==> src/rtl/irq_sequencer_if.sv <==
// Bus bundle between the interrupt sequencer, the pipeline hazard unit and the CSR block.
// master = sequencer side, slave = CSR/pipeline side.
interface irq_sequencer_if #(
  parameter int unsigned XLEN = 32
);
  localparam int unsigned CODE_W = 5;

  logic              irq_sw;
  logic              irq_timer;
  logic              irq_ext;
  logic              mstatus_mie;
  logic [XLEN-1:0]   mie;
  logic [XLEN-1:0]   mtvec;
  logic [XLEN-1:0]   mepc;
  logic              mret;
  logic              pipe_ready;

  logic [XLEN-1:0]   mip;
  logic              stall;
  logic              int_action;
  logic              ret_action;
  logic              hw_int;
  logic [CODE_W-1:0] int_code;
  logic              flush;
  logic              redirect;
  logic [XLEN-1:0]   redirect_pc;

  modport master (
    input  irq_sw, irq_timer, irq_ext, mstatus_mie, mie, mtvec, mepc, mret, pipe_ready,
    output mip, stall, int_action, ret_action, hw_int, int_code, flush, redirect, redirect_pc
  );

  modport slave (
    output irq_sw, irq_timer, irq_ext, mstatus_mie, mie, mtvec, mepc, mret, pipe_ready,
    input  mip, stall, int_action, ret_action, hw_int, int_code, flush, redirect, redirect_pc
  );
endinterface

==> src/rtl/irq_sequencer.sv <==
// Machine-mode interrupt/return sequencer: syncs irq lines, picks the winning cause, drains, traps or returns.
// Define IRQ_VECTORED_EN to enable vectored trap targets when mtvec mode is 2'b01.
module irq_sequencer #(
  parameter int unsigned SYNC_STAGES = 2,
  parameter int unsigned XLEN        = 32
) (
  input  logic             clk,
  input  logic             reset,
  irq_sequencer_if.master  bus
);

  localparam int unsigned CODE_W = 5;
  localparam logic [CODE_W-1:0] CODE_SW  = CODE_W'(3);
  localparam logic [CODE_W-1:0] CODE_TMR = CODE_W'(7);
  localparam logic [CODE_W-1:0] CODE_EXT = CODE_W'(11);

  typedef enum logic [1:0] {
    S_IDLE  = 2'd0,
    S_DRAIN = 2'd1,
    S_TRAP  = 2'd2,
    S_RET   = 2'd3
  } state_e;

  // Per-line synchronizer chains, bit order {ext, timer, sw}
  logic [2:0] sync_q [SYNC_STAGES];
  logic [2:0] irq_s;

  always_ff @(posedge clk or posedge reset) begin
    if (reset) begin
      for (int unsigned i = 0; i < SYNC_STAGES; i++) sync_q[i] <= '0;
    end else begin
      sync_q[0] <= {bus.irq_ext, bus.irq_timer, bus.irq_sw};
      for (int unsigned i = 1; i < SYNC_STAGES; i++) sync_q[i] <= sync_q[i-1];
    end
  end

  assign irq_s = sync_q[SYNC_STAGES-1];

  logic [XLEN-1:0] mip_w;
  always_comb begin
    mip_w     = '0;
    mip_w[3]  = irq_s[0];
    mip_w[7]  = irq_s[1];
    mip_w[11] = irq_s[2];
  end

  logic pend_sw, pend_tmr, pend_ext, take;
  logic [CODE_W-1:0] prio_code;

  assign pend_sw  = irq_s[0] & bus.mie[3];
  assign pend_tmr = irq_s[1] & bus.mie[7];
  assign pend_ext = irq_s[2] & bus.mie[11];
  assign take     = bus.mstatus_mie & (pend_sw | pend_tmr | pend_ext);

  // Fixed priority ext > sw > timer
  always_comb begin
    prio_code = '0;
    if (pend_ext)      prio_code = CODE_EXT;
    else if (pend_sw)  prio_code = CODE_SW;
    else if (pend_tmr) prio_code = CODE_TMR;
  end

  state_e            state_q, state_d;
  logic [CODE_W-1:0] code_q, code_d;

  logic              stall_q, int_action_q, ret_action_q, hw_int_q, flush_q, redirect_q;
  logic [CODE_W-1:0] int_code_q;
  logic [XLEN-1:0]   redirect_pc_q;

  logic              stall_d, int_action_d, ret_action_d, hw_int_d, flush_d, redirect_d;
  logic [CODE_W-1:0] int_code_d;
  logic [XLEN-1:0]   redirect_pc_d;
  logic [XLEN-1:0]   trap_base, trap_pc;

  // State, latched cause and registered outputs
  always_ff @(posedge clk or posedge reset) begin
    if (reset) begin
      state_q       <= S_IDLE;
      code_q        <= '0;
      stall_q       <= 1'b0;
      int_action_q  <= 1'b0;
      ret_action_q  <= 1'b0;
      hw_int_q      <= 1'b0;
      int_code_q    <= '0;
      flush_q       <= 1'b0;
      redirect_q    <= 1'b0;
      redirect_pc_q <= '0;
    end else begin
      state_q       <= state_d;
      code_q        <= code_d;
      stall_q       <= stall_d;
      int_action_q  <= int_action_d;
      ret_action_q  <= ret_action_d;
      hw_int_q      <= hw_int_d;
      int_code_q    <= int_code_d;
      flush_q       <= flush_d;
      redirect_q    <= redirect_d;
      redirect_pc_q <= redirect_pc_d;
    end
  end

  // Next state; cause is re-evaluated every cycle while waiting so a higher source can preempt
  always_comb begin
    state_d = state_q;
    code_d  = code_q;
    case (state_q)
      S_IDLE: begin
        if (take) begin
          state_d = S_DRAIN;
          code_d  = prio_code;
        end else if (bus.mret) begin
          state_d = S_RET;
        end
      end
      S_DRAIN: begin
        if (!take) begin
          state_d = S_IDLE;
        end else begin
          code_d = prio_code;
          if (bus.pipe_ready) state_d = S_TRAP;
        end
      end
      S_TRAP:  state_d = S_IDLE;
      S_RET:   state_d = S_IDLE;
      default: state_d = S_IDLE;
    endcase
  end

  always_comb begin
    trap_base = {bus.mtvec[XLEN-1:2], 2'b00};
`ifdef IRQ_VECTORED_EN
    if (bus.mtvec[1:0] == 2'b01) trap_pc = trap_base + XLEN'({code_d, 2'b00});
    else                         trap_pc = trap_base;
`else
    trap_pc = trap_base;
`endif
  end

  // Outputs decoded from the upcoming state so they line up with the state register
  always_comb begin
    stall_d       = 1'b0;
    int_action_d  = 1'b0;
    ret_action_d  = 1'b0;
    hw_int_d      = 1'b0;
    int_code_d    = '0;
    flush_d       = 1'b0;
    redirect_d    = 1'b0;
    redirect_pc_d = '0;
    case (state_d)
      S_DRAIN: stall_d = 1'b1;
      S_TRAP: begin
        stall_d       = 1'b1;
        int_action_d  = 1'b1;
        hw_int_d      = 1'b1;
        int_code_d    = code_d;
        flush_d       = 1'b1;
        redirect_d    = 1'b1;
        redirect_pc_d = trap_pc;
      end
      S_RET: begin
        ret_action_d  = 1'b1;
        flush_d       = 1'b1;
        redirect_d    = 1'b1;
        redirect_pc_d = bus.mepc;
      end
      default: ;
    endcase
  end

  assign bus.mip         = mip_w;
  assign bus.stall       = stall_q;
  assign bus.int_action  = int_action_q;
  assign bus.ret_action  = ret_action_q;
  assign bus.hw_int      = hw_int_q;
  assign bus.int_code    = int_code_q;
  assign bus.flush       = flush_q;
  assign bus.redirect    = redirect_q;
  assign bus.redirect_pc = redirect_pc_q;

  // CSR bits this block does not consume
  logic unused_bits;
  assign unused_bits = ^{bus.mie[XLEN-1:12], bus.mie[10:8], bus.mie[6:4], bus.mie[2:0], bus.mtvec[1:0]};

endmodule

==> src/flat_wrapper.sv <==
// flat-port wrapper written by rule: the top's interface ports become plain ports
module irq_sequencer_flat 
#(
  parameter int unsigned SYNC_STAGES = 2,
  parameter int unsigned XLEN        = 32
)
  (clk, reset, bus_irq_sw, bus_irq_timer, bus_irq_ext, bus_mstatus_mie, bus_mie, bus_mtvec, bus_mepc, bus_mret, bus_pipe_ready, bus_mip, bus_stall, bus_int_action, bus_ret_action, bus_hw_int, bus_int_code, bus_flush, bus_redirect, bus_redirect_pc);
  irq_sequencer_if #(.XLEN(XLEN)) bus_i ();
  input  logic clk;
  input  logic reset;
  input wire logic [$bits(bus_i.irq_sw)-1:0] bus_irq_sw;
  input wire logic [$bits(bus_i.irq_timer)-1:0] bus_irq_timer;
  input wire logic [$bits(bus_i.irq_ext)-1:0] bus_irq_ext;
  input wire logic [$bits(bus_i.mstatus_mie)-1:0] bus_mstatus_mie;
  input wire logic [$bits(bus_i.mie)-1:0] bus_mie;
  input wire logic [$bits(bus_i.mtvec)-1:0] bus_mtvec;
  input wire logic [$bits(bus_i.mepc)-1:0] bus_mepc;
  input wire logic [$bits(bus_i.mret)-1:0] bus_mret;
  input wire logic [$bits(bus_i.pipe_ready)-1:0] bus_pipe_ready;
  output wire logic [$bits(bus_i.mip)-1:0] bus_mip;
  output wire logic [$bits(bus_i.stall)-1:0] bus_stall;
  output wire logic [$bits(bus_i.int_action)-1:0] bus_int_action;
  output wire logic [$bits(bus_i.ret_action)-1:0] bus_ret_action;
  output wire logic [$bits(bus_i.hw_int)-1:0] bus_hw_int;
  output wire logic [$bits(bus_i.int_code)-1:0] bus_int_code;
  output wire logic [$bits(bus_i.flush)-1:0] bus_flush;
  output wire logic [$bits(bus_i.redirect)-1:0] bus_redirect;
  output wire logic [$bits(bus_i.redirect_pc)-1:0] bus_redirect_pc;
  assign bus_i.irq_sw = bus_irq_sw;
  assign bus_i.irq_timer = bus_irq_timer;
  assign bus_i.irq_ext = bus_irq_ext;
  assign bus_i.mstatus_mie = bus_mstatus_mie;
  assign bus_i.mie = bus_mie;
  assign bus_i.mtvec = bus_mtvec;
  assign bus_i.mepc = bus_mepc;
  assign bus_i.mret = bus_mret;
  assign bus_i.pipe_ready = bus_pipe_ready;
  assign bus_mip = bus_i.mip;
  assign bus_stall = bus_i.stall;
  assign bus_int_action = bus_i.int_action;
  assign bus_ret_action = bus_i.ret_action;
  assign bus_hw_int = bus_i.hw_int;
  assign bus_int_code = bus_i.int_code;
  assign bus_flush = bus_i.flush;
  assign bus_redirect = bus_i.redirect;
  assign bus_redirect_pc = bus_i.redirect_pc;
  irq_sequencer #(.SYNC_STAGES(SYNC_STAGES), .XLEN(XLEN)) u_core (.clk(clk), .reset(reset), .bus(bus_i));
endmodule
==> config.mk <==
export PLATFORM = sky130hd
export DESIGN_NAME = irq_sequencer_flat
export DESIGN_NICKNAME = d
export VERILOG_FILES = /design/src/rtl/irq_sequencer_if.sv /design/src/rtl/irq_sequencer.sv /design/src/flat_wrapper.sv
export SDC_FILE = /design/constraint.sdc
export NUM_CORES = 1
export LEC_CHECK = 0
export BUFFER_PORTS_ARGS = -buffer_cell sky130_fd_sc_hd__buf_2
export CORE_MARGIN = 4
export CORE_UTILIZATION = 33
export DETAILED_ROUTE_END_ITERATION = 8
export GPL_TIMING_DRIVEN = 0
export PLACE_DENSITY = 0.84
export SLEW_MARGIN = 25
export SYNTH_ARGS = -nofsm -noshare
export SYNTH_HDL_FRONTEND = slang
export SYNTH_SLANG_ARGS = --single-unit
==> constraint.sdc <==
create_clock -name clk -period 2.41 [get_ports clk]
set_input_delay 0 -clock clk [delete_from_list [all_inputs] [get_ports clk]]
set_output_delay 0 -clock clk [all_outputs]
set_load 0.005 [all_outputs]
# ---- Word-level counts from Yosys, hierarchy flattened
# Index checks and enable logic that the tools add are counted.
dict set report classes {
  n_bitwise 6
  n_reduce_logical 5
  muxes 16
  eq_ne 6
}
# op n
set ops {}
lappend ops {{$pmux W32 S2} 1}
lappend ops {{$mux W5} 5}
lappend ops {{$eq A2 B2 Y1 const B} 4}
lappend ops {{$mux W2} 4}
lappend ops {{$reduce_or A2 Y1} 4}
lappend ops {{$pmux W2 S3} 1}
lappend ops {{$and A1 B1 Y1} 4}
lappend ops {{$eq A2 B1 Y1 const B} 2}
lappend ops {{$mux W1} 4}
lappend ops {{$mux W3} 1}
lappend ops {{$logic_not A2 Y1} 1}
lappend ops {{$or A1 B1 Y1} 2}
dict set report word_totals {
  regBits 54
  inputBits 104
  out_inout_bits 75
}

# ---- Logic depth before layout (Yosys ltp)
dict set report depth {
  word_depth 9
  depth_mapped 8
  ltp_nobuf 6
}

# ---- Worst setup path before layout
# Ideal clock, no wire load.
dict set report synth_path {
  kind {flip-flop to flip-flop}
  startpoint {register u_core.sync_q (netlist bit u_core.irq_s[2])}
  endpoint {register u_core.redirect_pc_q[16] (netlist: u_core.bus.redirect_pc[16])}
  t_arrival_ps 2158
  path_slack_ps 131
  required_ps 2289
  period_less_slack_ps 2279
  path_buffers 2
  stages_incl_launch_ff 9
  cell_sequence {dfrtp_1 > a222oi_1 > nor2_2 > buf_6 > a21o_1 > ha_1 > o211a_1 > buf_2 > a22o_1}
}
dict set report synth_via {
  elab_chain_len 7
  word_cells_on_any_way 9
  cone_classes {eq/ne: 2; mux: 4; bitwise: 3}
}
# element line
set synth_lines {}
lappend synth_lines {{start: declaration} irq_sequencer.sv:25} ;# logic [2:0] sync_q [SYNC_STAGES];
lappend synth_lines {{$and A1 B1 Y1 *} irq_sequencer.sv:52} ;# assign pend_ext = irq_s[2] & bus.mie[11];
lappend synth_lines {{$or A1 B1 Y1 *} irq_sequencer.sv:53} ;# assign take = bus.mstatus_mie & (pend_sw | pend_tmr | pend_ext);
lappend synth_lines {{$and A1 B1 Y1 *} irq_sequencer.sv:53}
lappend synth_lines {{$mux W2 (on tied branches)} {irq_sequencer.sv:116, irq_sequencer.sv:108}}
lappend synth_lines {{$pmux W2 S3 *} irq_sequencer.sv:106} ;# case (state_q)
lappend synth_lines {{via u_core.state_d[1]} irq_sequencer.sv:63} ;# state_e state_q, state_d;
lappend synth_lines {{$eq A2 B2 Y1} irq_sequencer.sv:149} ;# case (state_d)
lappend synth_lines {{$pmux W32 S2 *} irq_sequencer.sv:149}
lappend synth_lines {{via u_core.redirect_pc_d[16]} irq_sequencer.sv:72} ;# logic [XLEN-1:0] redirect_pc_d;
lappend synth_lines {{end signal: assignment} irq_sequencer.sv:98} ;# redirect_pc_q <= redirect_pc_d;
lappend synth_lines {{end: declaration} irq_sequencer.sv:68} ;# logic [XLEN-1:0] redirect_pc_q;
# Mark *: on every way through the listed nets, which the timed path passes. The rest lies on a longest branch.

# ---- Worst setup path after layout
dict set report layout_path {
  startpoint {register u_core.sync_q (netlist bit u_core.irq_s[2])}
  endpoint {register u_core.redirect_pc_q[2] (netlist: u_core.bus.redirect_pc[2])}
}
# Same word-level chain as after synthesis.

==> results.txt <==
* Status: finished, final reports clean
- In this run, synthesis produced a sequential element count of 49.
* Critical-path cell with the highest stage delay: dfrtp_1
* Critical Path AT: 2.48 ns
- Global routing usage summed across all routing layers: 18.16%
* Endpoint kind of the worst setup timing path: register
- Number of global-route vias before repair: 2168
* Critical path cell sequence: a222oi_1 -> buf_4 -> nor2_4 -> buf_6 -> a21o_1 -> ha_2 -> o211a_4 -> clkbuf_4 -> a22o_1
* IO Port Bufs: about 120
- HPWL reported at the end of detailed placement: 4109 um
* Power Total: 1864 uW
- Post-Place Cells: 364
- At the worst endpoint, the required time is 2.58 ns.
- Sequential elements use between 60 and 70% of the synthesized area.
* Sequential Power Share: 47.9%
- Clock buffers created by TritonCTS: 5
* Period minus WS final: 2.313 ns
- Static power due to leakage: between 0.002 and 0.0025 uW
- Initial Util: 34.85%
- In this run switching power makes up 22.62% of total power.
- Along the worst path, the maximum fanout reaches 10.
* Post-layout instance area: 3610 sq um
- Measured along the x axis, the die boundary spans 84.96 um.
- In this run the power spent charging and discharging nets is 421.7 uW.
* Global-route congestion overflow total: 0
* Total setup violations reported at the end of the flow: 0
- Hold Path Class: input pin to register
- VDD sags by at most 0.2715 mV.
- Buffer depth of the longest clock path: 2
- Max-slew violation count: 0
- For this run, the post-layout net count is 475.
* Detailed Routing Iterations Pass 1: 4
- Category of the most critical setup path: register to register
- The top cell types in the final layout, fill and taps aside, are buf_2 (118), dlygate4sd3_1 (68), dfrtp_1 (49).
* Routed wirelength normalized by instance count: 14.73 um
- The cell count after synthesis came out at 144.
* Hold violation total from the final report: 0
* Number of DRC violations after detailed-routing iteration 0: 48
* Wire length of the first global-routing pass: 10340 um
- Dividing the synthesized area by the synthesized cell count gives 13.57 sq um.
- Critical Path Start: u_core.irq_s[2]
* Synth-to-Final Area Change: 84.70%
* Maximum number of pins on one net before global-route repair: 35
- Capture instance of the worst register-to-register path: u_core.bus.redirect_pc[2]
- The worst setup path is launched from a register.
- Die outline area: about 7200 sq um
- Measured slew at the worst slew-check pin: 0.6102 ns
- Core outline area: approximately 5600 sq um
* Die Span Y: ~85 um
- Final Wtd Congestion: approximately 0.75
- TritonCTS built the clock tree.
- The layout has 431 filler cells.
- Count of inserted antenna diode cells: 0
- The initial antenna violation count is 0.
- Number of top-level pins: 179
- RSZ-0062 raised after global routing: no
- Level count of the clock H-tree: 2
- Reg-to-reg startpoint: u_core.irq_s[2]
* Residual antenna-violating net count after detailed routing: 0
* Yosys warning count: 0
- In the routed design, unresolved DRC markers number 0.
* Comb power frac: 20.4%
- For this run, the top clock speed supported by timing is 432.3 MHz.
- Measured in cells, the most critical reg-to-reg path has a length of 9.
- Routed WL: between 6000 and 7000 um
- Setup slack, reg-to-reg: slightly below 0.1 ns
- For this design the ratio of total power to cell area is 516.5 nW/um^2.
- The finished layout holds 443 standard cells, fillers aside.
* Synthesized cell area: about 2000 sq um
* Max-cap violations: 0
* Master cell of the clock root buffer: clkbuf_8
* Internal Dissipation: approximately 1400 uW
* Synth cell types: 21
- Hold Slack: 0.02077 ns
- After layout, the worst path uses 95.99% of the clock period.
- Clock skew on the completed layout was measured at around 0.0057 ns.
* Detailed-route via count: 1929
- Capture point of the worst path: u_core.bus.redirect_pc[2]
- Slew HR: 59.23%
- Relative contribution of the clock network to total power: 31.7%
- At the later pin of the worst-skew pair, clock insertion delay measures 0.29 ns.
- Number of cell rows: 27
- Num Clock Sinks: between 40 and 50
- The post-route netlist has 46.90% of its cells at a drive strength greater than 1.
* Placed Area: 2764 sq um
- Commonest non-fill, non-tap cell in the layout: buf_2
* CP max stage delay: about 0.43 ns
* Clock transition at the registers of the reported paths: 0.09 ns
- In the routed layout, each cell is associated on average with a via count of 4.354.
## kinds of logic (layout without fill, tap and decap cells)
| group | count (synthesis) | after routing | share of synthesized area (%) |
|---|---|---|---|
| other | 1 | 30 | 0.1919 |
| and+or+nand+nor | 15 | 15 | 4.353 |
| AOI/OAI and AO/OA | 36 | 36 | 16.13 |
| DFF | 49 | 49 | 62.74 |
| buffers and inverters | 42 | 240 | 15.94 |
| adders and majority gates | 1 | 1 | 0.6401 |
## final cells by class
class	count	area [sq um]	area share [%]
repair buffers	190	1314	36.40
flip-flops and latches	49	1226	33.97
multi-input cells	82	540.5	14.97
plain buffers	40	311.5	8.631
well taps	72	90.09	2.496
clock buffers	6	82.58	2.288
clock inverters	2	37.54	1.040
inverters	2	7.507	0.2080
## routing by layer
layer	track usage (%)	up-vias	share of wire (%)
met4	9.928	0	4.3
met5	0	-	0
met3	4.466	25	8.8
met1	19.62	892	35
li1	-	891	-
met2	32.34	121	52
## registers in the layout, summed over array words and instances, names as in the netlist
register / flops
u_core.bus.int_action: 1
u_core.bus.int_code: 5
u_core.bus.redirect: 1
u_core.bus.redirect_pc: 32
u_core.bus.ret_action: 1
u_core.bus.stall: 1
u_core.irq_s: 3
u_core.state_q: 2
u_core.sync_q: 3
## what timing repair did
action,4_1_cts,5_1_grt
setup buffers,2,1
hold endpoints to repair,52,0
setup endpoints to repair,31,30
pin swaps,1,1
hold buffers,68,0
resized for setup,1,5
cloned,0,0
## power by group through the flow
| stage | combinational, uW | sequential (uW) | clock, uW |
|---|---|---|---|
| floorplan | 135 | 911 | 0 |
| global placement | 265 | 904 | 0 |
| global route | 418 | 899 | 640 |
| finish | 380 | 892 | 591 |
| detailed placement | 275 | 909 | 0 |
| CTS | 365 | 892 | 615 |
## worst min-delay path by stage
stage                              from                         end  slack [ns]  depth (start not counted)
after floorplan              bus_irq_sw            u_core.sync_q[3]        0.03                          0
after global placement    bus_irq_timer            u_core.sync_q[4]        0.11                          1
after detailed placement          reset  u_core.bus.redirect_pc[31]      -0.006                          2
after CTS                    bus_mie[3]      u_core.bus.int_code[2]       0.001                          3
after global routing         bus_mie[3]      u_core.bus.int_code[2]        0.03                          3
final                        bus_mie[3]      u_core.bus.int_code[2]        0.02                          3
## cell usage after synthesis
library cell  instances  area [sq um]
a21o_1                1         7.510
nand2_1               1         3.750
nand2b_1              2         12.51
buf_4                34         255.2
conb_1                1         3.750
inv_1                 2         7.510
and2_1                4         25.02
a2bb2oi_1             2         17.52
buf_6                 3         33.78
nor2_1                4         15.01
buf_2                 3         15.01
a222oi_1              1         10.01
a22oi_1               1         7.510
a22o_1               30         262.8
dfrtp_1              49          1226
ha_1                  1         12.51
nor2_2                1         6.260
o211a_1               1         10.01
nand4b_1              1         8.760
or2_1                 1         6.260
nor3b_1               1         7.510
## stage by stage
| step | util (%) | setup WS [ns] | TNS, ns |
|---|---|---|---|
| 4_1_cts | 63.92 | 0.09196 | 0 |
| 6_report | 64.37 | 0.09664 | 0 |
| 3_5_place_dp | 49.29 | -0.4010 | -11.45 |
| 3_3_place_gp | 48.93 | -0.3431 | -9.568 |
| 5_1_grt | 64.37 | 0.02409 | 0 |
| 2_1_floorplan | - | 0.1313 | 0 |
## critical path: cells and delay by family (launching register included)
kind | cells | cell delay [ns]
compound gates | 4 | 0.93
fa+ha+maj | 1 | 0.20
simple gates | 1 | 0.07
buf+inv | 3 | 0.55
flops | 1 | 0.43
Note: power is estimated with default switching activity, not from simulation.
